==> src/rtl/int_controller_if.sv <==
// Control-unit side of the interrupt controller: request/acknowledge and
// return-from-interrupt signalling.
interface int_controller_if #(
  parameter int VEC_W = 2
);
  // int_req_o acts as valid and int_ack_i as ready: once raised, int_req_o and
  // int_vec_o hold steady until the enabled edge on which int_ack_i is seen high.
  // reti_i is only meaningful while in_service_o is high.
  logic             int_req_o;
  logic [VEC_W-1:0] int_vec_o;
  logic             in_service_o;
  logic             int_ack_i;
  logic             reti_i;

  modport master (
    output int_req_o,
    output int_vec_o,
    output in_service_o,
    input  int_ack_i,
    input  reti_i
  );

  modport slave (
    input  int_req_o,
    input  int_vec_o,
    input  in_service_o,
    output int_ack_i,
    output reti_i
  );
endinterface

==> src/rtl/int_controller.sv <==
// Interrupt controller: synchronizes and edge-detects irq lines, latches them as
// pending, masks, picks the lowest-index winner and tracks one in-service handler.
module int_controller #(
  parameter int NUM_SRC     = 4,
  parameter int SYNC_STAGES = 2,
  parameter int VEC_W       = (NUM_SRC > 1) ? $clog2(NUM_SRC) : 1
) (
  input  logic               clk,
  input  logic               rst,
  input  logic               cen,
  input  logic [NUM_SRC-1:0] irq_i,
  input  logic               mask_we_i,
  input  logic [NUM_SRC-1:0] mask_dat_i,
  output logic [NUM_SRC-1:0] mask_o,
  output logic [NUM_SRC-1:0] pend_o,
  output logic [1:0]         state_o,
  int_controller_if.master   cu
);

  typedef enum logic [1:0] {
    IDLE    = 2'd0,
    REQ     = 2'd1,
    SERVICE = 2'd2
  } state_t;

  state_t             state_q, state_d;
  logic [NUM_SRC-1:0] sync_q [SYNC_STAGES];
  logic [NUM_SRC-1:0] sync_prev_q;
  logic [NUM_SRC-1:0] edge_det;
  logic [NUM_SRC-1:0] pend_q, pend_d;
  logic [NUM_SRC-1:0] mask_q;
  logic [NUM_SRC-1:0] active;
  logic [NUM_SRC-1:0] clr;
  logic [VEC_W-1:0]   vec_q, vec_d;
  logic [VEC_W-1:0]   win_idx;
  logic               win_valid;

  // The extra sync_prev_q stage gives edge history so a held level yields one event.
  always_ff @(posedge clk or negedge rst) begin
    if (!rst) begin
      for (int s = 0; s < SYNC_STAGES; s++) sync_q[s] <= '0;
      sync_prev_q <= '0;
    end else if (cen) begin
      sync_q[0] <= irq_i;
      for (int s = 1; s < SYNC_STAGES; s++) sync_q[s] <= sync_q[s-1];
      sync_prev_q <= sync_q[SYNC_STAGES-1];
    end
  end

  assign edge_det = sync_q[SYNC_STAGES-1] & ~sync_prev_q;
  assign active   = pend_q & mask_q;

  // Descending scan so the lowest active index is the last assignment.
  always_comb begin
    win_idx   = '0;
    win_valid = 1'b0;
    for (int i = NUM_SRC - 1; i >= 0; i--) begin
      if (active[i]) begin
        win_idx   = VEC_W'(i);
        win_valid = 1'b1;
      end
    end
  end

  always_comb begin
    state_d = state_q;
    vec_d   = vec_q;
    clr     = '0;
    case (state_q)
      IDLE: begin
        if (win_valid) begin
          vec_d   = win_idx;
          state_d = REQ;
        end
      end
      REQ: begin
        if (cu.int_ack_i) begin
          clr     = NUM_SRC'(1) << vec_q;
          state_d = SERVICE;
        end
      end
      SERVICE: begin
        if (cu.reti_i) state_d = IDLE;
      end
      default: state_d = IDLE;
    endcase
  end

  // A fresh edge on the source being acknowledged keeps it pending.
  assign pend_d = (pend_q & ~clr) | edge_det;

  always_ff @(posedge clk or negedge rst) begin
    if (!rst) begin
      state_q <= IDLE;
      vec_q   <= '0;
      pend_q  <= '0;
      mask_q  <= '0;
    end else if (cen) begin
      state_q <= state_d;
      vec_q   <= vec_d;
      pend_q  <= pend_d;
      if (mask_we_i) mask_q <= mask_dat_i;
    end
  end

  assign cu.int_req_o    = (state_q == REQ);
  assign cu.in_service_o = (state_q == SERVICE);
  assign cu.int_vec_o    = vec_q;
  assign mask_o          = mask_q;
  assign pend_o          = pend_q;
  assign state_o         = state_q;

endmodule

==> src/flat_wrapper.sv <==
// flat-port wrapper written by rule: the top's interface ports become plain ports
module int_controller_flat 
#(
  parameter int NUM_SRC     = 4,
  parameter int SYNC_STAGES = 2,
  parameter int VEC_W       = (NUM_SRC > 1) ? $clog2(NUM_SRC) : 1
)
  (clk, rst, cen, irq_i, mask_we_i, mask_dat_i, mask_o, pend_o, state_o, cu_int_req_o, cu_int_vec_o, cu_in_service_o, cu_int_ack_i, cu_reti_i);
  int_controller_if #(.VEC_W(VEC_W)) cu_i ();
  input  logic clk;
  input  logic rst;
  input  logic cen;
  input  logic [NUM_SRC-1:0] irq_i;
  input  logic mask_we_i;
  input  logic [NUM_SRC-1:0] mask_dat_i;
  output logic [NUM_SRC-1:0] mask_o;
  output logic [NUM_SRC-1:0] pend_o;
  output logic [1:0] state_o;
  output wire logic [$bits(cu_i.int_req_o)-1:0] cu_int_req_o;
  output wire logic [$bits(cu_i.int_vec_o)-1:0] cu_int_vec_o;
  output wire logic [$bits(cu_i.in_service_o)-1:0] cu_in_service_o;
  input wire logic [$bits(cu_i.int_ack_i)-1:0] cu_int_ack_i;
  input wire logic [$bits(cu_i.reti_i)-1:0] cu_reti_i;
  assign cu_int_req_o = cu_i.int_req_o;
  assign cu_int_vec_o = cu_i.int_vec_o;
  assign cu_in_service_o = cu_i.in_service_o;
  assign cu_i.int_ack_i = cu_int_ack_i;
  assign cu_i.reti_i = cu_reti_i;
  int_controller #(.NUM_SRC(NUM_SRC), .SYNC_STAGES(SYNC_STAGES), .VEC_W(VEC_W)) u_core (.clk(clk), .rst(rst), .cen(cen), .irq_i(irq_i), .mask_we_i(mask_we_i), .mask_dat_i(mask_dat_i), .mask_o(mask_o), .pend_o(pend_o), .state_o(state_o), .cu(cu_i));
endmodule
==> config.mk <==
export PLATFORM = sky130hd
export DESIGN_NAME = int_controller_flat
export DESIGN_NICKNAME = d
export VERILOG_FILES = /design/src/rtl/int_controller_if.sv /design/src/rtl/int_controller.sv /design/src/flat_wrapper.sv
export SDC_FILE = /design/constraint.sdc
export NUM_CORES = 1
export LEC_CHECK = 0
export CELL_PAD_IN_SITES_DETAIL_PLACEMENT = 1
export CELL_PAD_IN_SITES_GLOBAL_PLACEMENT = 2
export CORE_AREA = 5 5 51 87
export DETAILED_ROUTE_END_ITERATION = 16
export DIE_AREA = 0 0 56 92
export HOLD_SLACK_MARGIN = 0.05
export PLACE_DENSITY_LB_ADDON = 0.1
export SETUP_SLACK_MARGIN = 0.05
export SLEW_MARGIN = 10
export SYNTH_ARGS = -nofsm -noshare
export SYNTH_HDL_FRONTEND = slang
export SYNTH_SLANG_ARGS = --single-unit
==> constraint.sdc <==
create_clock -name clk -period 3.4 [get_ports clk]
set_clock_uncertainty 0.15 [all_clocks]
set_input_delay 0.68 -clock clk [delete_from_list [all_inputs] [get_ports clk]]
set_output_delay 0.68 -clock clk [all_outputs]
set_load 0.01 [all_outputs]
==> flow_metrics.env <==
export IMPL_status="completed"
export IMPL_utilization_pct=40.1
export IMPL_peakVddDrop_v=0.000296
export IMPL_fp_row_count=29
export IMPL_diodes=0
export IMPL_p_leak_nw=0.613
export IMPL_placed_area_um2=1390
export IMPL_grt_first_pass_wirelength_um=4260
export IMPL_numCtsBuffers=3
export IMPL_rsz0062_at_grt="false"
export IMPL_synthSimpleGateAreaFrac_pct=13.8
export IMPL_syn2layout_area_growth_pct=36.0
export IMPL_synth_top_flop_cell="dfrtp_1"
export IMPL_core_um2=3590
export IMPL_slew_headroom_pct=78.8
export IMPL_p_per_area_nw_per_um2=690
export IMPL_vias_per_cell=4.80
export IMPL_worstSkewPairLatency_ns=0.27
export IMPL_antenna_left=0
export IMPL_post_cts_buffers=0
export IMPL_die_area_um2=5150
export IMPL_antenna_found_initial=0
export IMPL_netlist_instances=81
export IMPL_drt_iter0_markers=0
export IMPL_final_area_um2=1440
export IMPL_fin_nets=127
export IMPL_hold_end="u_core.pend_o[3]$_DFFE_PN0P_"
export IMPL_setup_viol=0
export IMPL_reg2reg_depth=3
export IMPL_htreeDepth=1
export IMPL_wirelength_um=2390
export IMPL_drt_first_pass_iters=1
export IMPL_synth_cell_types=19
export IMPL_die_h_um=92
export IMPL_tightest_slew_ns=0.318
export IMPL_clkTransAtPathRegs_ns=0.08
export IMPL_cts_hold_buf=0
export IMPL_postSynth_asyncResetShare_pct=100
export IMPL_finalMaxSlewViolations=0
export IMPL_dieWidth_um=56
export IMPL_wire_per_inst_um=15.2
export IMPL_synthXorXnorAreaFrac_pct=0
export IMPL_synth_top_family_by_area="multiplexers"
export IMPL_cts_sinks=24
export IMPL_reg2reg_to="u_core.state_o[0]$_DFFE_PN0P_"
export IMPL_syn_cell_area_um2=1060
export IMPL_place_ws_ns=1.13
export IMPL_seq_area_frac_synth_pct=56.7
export IMPL_gp_congestion=0.726
export IMPL_hold_ws_ns=0.326
export IMPL_whs_path_depth=1
export IMPL_crit_path_max_fanout=7
export IMPL_ff2ff_setup_slack_ns=2.10
export IMPL_hold_viol_final=0
export IMPL_synth_seq_cells=24
export IMPL_start_util_pct=29.5
export IMPL_cp_cell_sequence="nor2b_1, clkdlybuf4s50_1"
export IMPL_vias=759
export IMPL_overflow=0
export IMPL_cts_root_buffer="clkbuf_8"
export IMPL_hp_class="flip-flop to flip-flop"
export IMPL_layout_drive_gt1_share_pct=22.3
export IMPL_place_hpwl_um=1880
export IMPL_worstPathRequired_ns=2.57
export IMPL_worst_setup_path_start_kind="flip-flop"
export IMPL_grt_max_degree=25
export IMPL_setup_ws_ns=1.05
export IMPL_cts_buffer_depth=2
export IMPL_synth_compound_area_share_pct=10.3
export IMPL_slowest_stage="clkdlybuf4s50_1"
export IMPL_synth_fp_nets=95
export IMPL_endpoint_kind="primary output"
export IMPL_fmax_mhz=426
export IMPL_muxShareOfSynthArea_pct=17.4
export IMPL_fin_setup_tns_ns=0
export IMPL_synth_warnings=0
export IMPL_drc=0
export IMPL_ios=28
export IMPL_min_period_ns=2.35
export IMPL_cp_arrival_ns=1.52
export IMPL_stdcell_count=158
export IMPL_drv_cap=0
export IMPL_io_buffers=27
export IMPL_total_power_mw=0.995
export IMPL_cpPeakStageDelay_ns=0.54
export IMPL_grt_total_usage_pct=10.5
export IMPL_finalCritPeriodShare_pct=69.0
export IMPL_synthAdderAreaFrac_pct=0
export IMPL_cts_tree="done"
export IMPL_worstSetupPathType="flip-flop to primary output"
export IMPL_place_inst=154
export IMPL_min_from="u_core.sync_prev_q[3]$_DFFE_PN0P_"
export IMPL_synth_edf_count=0
export IMPL_grt_pass1_vias=812
export IMPL_post_cts_resized=0
export IMPL_r2r_start="u_core.state_o[0]$_DFFE_PN0P_"
export IMPL_cp_startpoint="u_core.state_o[0]$_DFFE_PN0P_"
export IMPL_syn_area_per_cell_um2=13.1
## cell usage after synthesis, types with 2 or more instances
cell / count / share of area [%]
nand2b_1: 2 / 1.2
nand3b_1: 3 / 2.1
a21oi_1: 4 / 1.9
dfrtp_1: 24 / 57
nand2_1: 12 / 4.2
nor2b_1: 2 / 1.2
mux2_4: 4 / 5.7
o21ai_0: 7 / 3.3
a22o_1: 3 / 2.5
mux2_2: 11 / 12
## cell type report
cell class,count,area [um2]
Fill cell,392,2150
Sequential cell,24,601
Multi-Input combinational cell,54,439
Timing Repair Buffer,29,285
Tap cell,46,57.6
Clock buffer,4,55.1
Inverter,1,3.75
## kinds of logic (layout without fill, tap and decap cells)
logic type | after synthesis | after routing
flip-flops | 24 | 24
AND/OR/NAND/NOR | 22 | 22
AO/OA/AOI/OAI | 17 | 17
multiplexers | 15 | 15
buffers and inverters | 3 | 34
## worst max-delay path by stage
| stage | end | slack (ns) | cells after the start |
|---|---|---|---|
| after floorplan | cu_int_req_o | 1.80 | 1 |
| after global placement | u_core.state_o[0]$_DFFE_PN0P_ | 1.14 | 5 |
| after detailed placement | u_core.state_o[0]$_DFFE_PN0P_ | 1.13 | 5 |
| after CTS | cu_int_req_o | 1.03 | 2 |
| after global routing | cu_int_req_o | 0.98 | 2 |
| final | cu_int_req_o | 1.05 | 2 |
## where the power goes
part	switching [mW]	total, mW	internal (mW)
clock network	0.0888	0.192	0.103
registers	0.0994	0.457	0.358
logic	0.133	0.345	0.212
## routing by layer
layer,track usage (%),share of wire [%]
met5,0,0
met4,5.35,1.8
met3,2.39,4.6
met2,18.6,57
met1,11.5,37
## worst max-delay path: cells and delay by family, from the launching register on
| family | cells | cell delay (ns) |
|---|---|---|
| buf+inv | 1 | 0.54 |
| flops | 1 | 0.53 |
| simple gates | 1 | 0.17 |
## cells in the final DEF (no fill, tap or decap), types with 2 or more instances in the layout
master and instances:
nand3b_1 3, clkbuf_8 4, dfrtp_1 24, a22o_1 3, nand2_1 12, nor2b_1 2
buf_4 2, mux2_4 4, clkdlybuf4s50_1 27, nand2b_1 2, o21ai_0 7, mux2_2 11
a21oi_1 4
## sequential cells by signal (all words and copies together) (netlist names)
| register | flops |
|---|---|
| u_core.state_o | 2 |
| u_core.cu.int_vec_o | 2 |
| u_core.pend_o | 4 |
| u_core.mask_o | 4 |
| u_core.sync_q | 8 |
| u_core.sync_prev_q | 4 |
No activity file was read; power rests on OpenSTA's default activity.
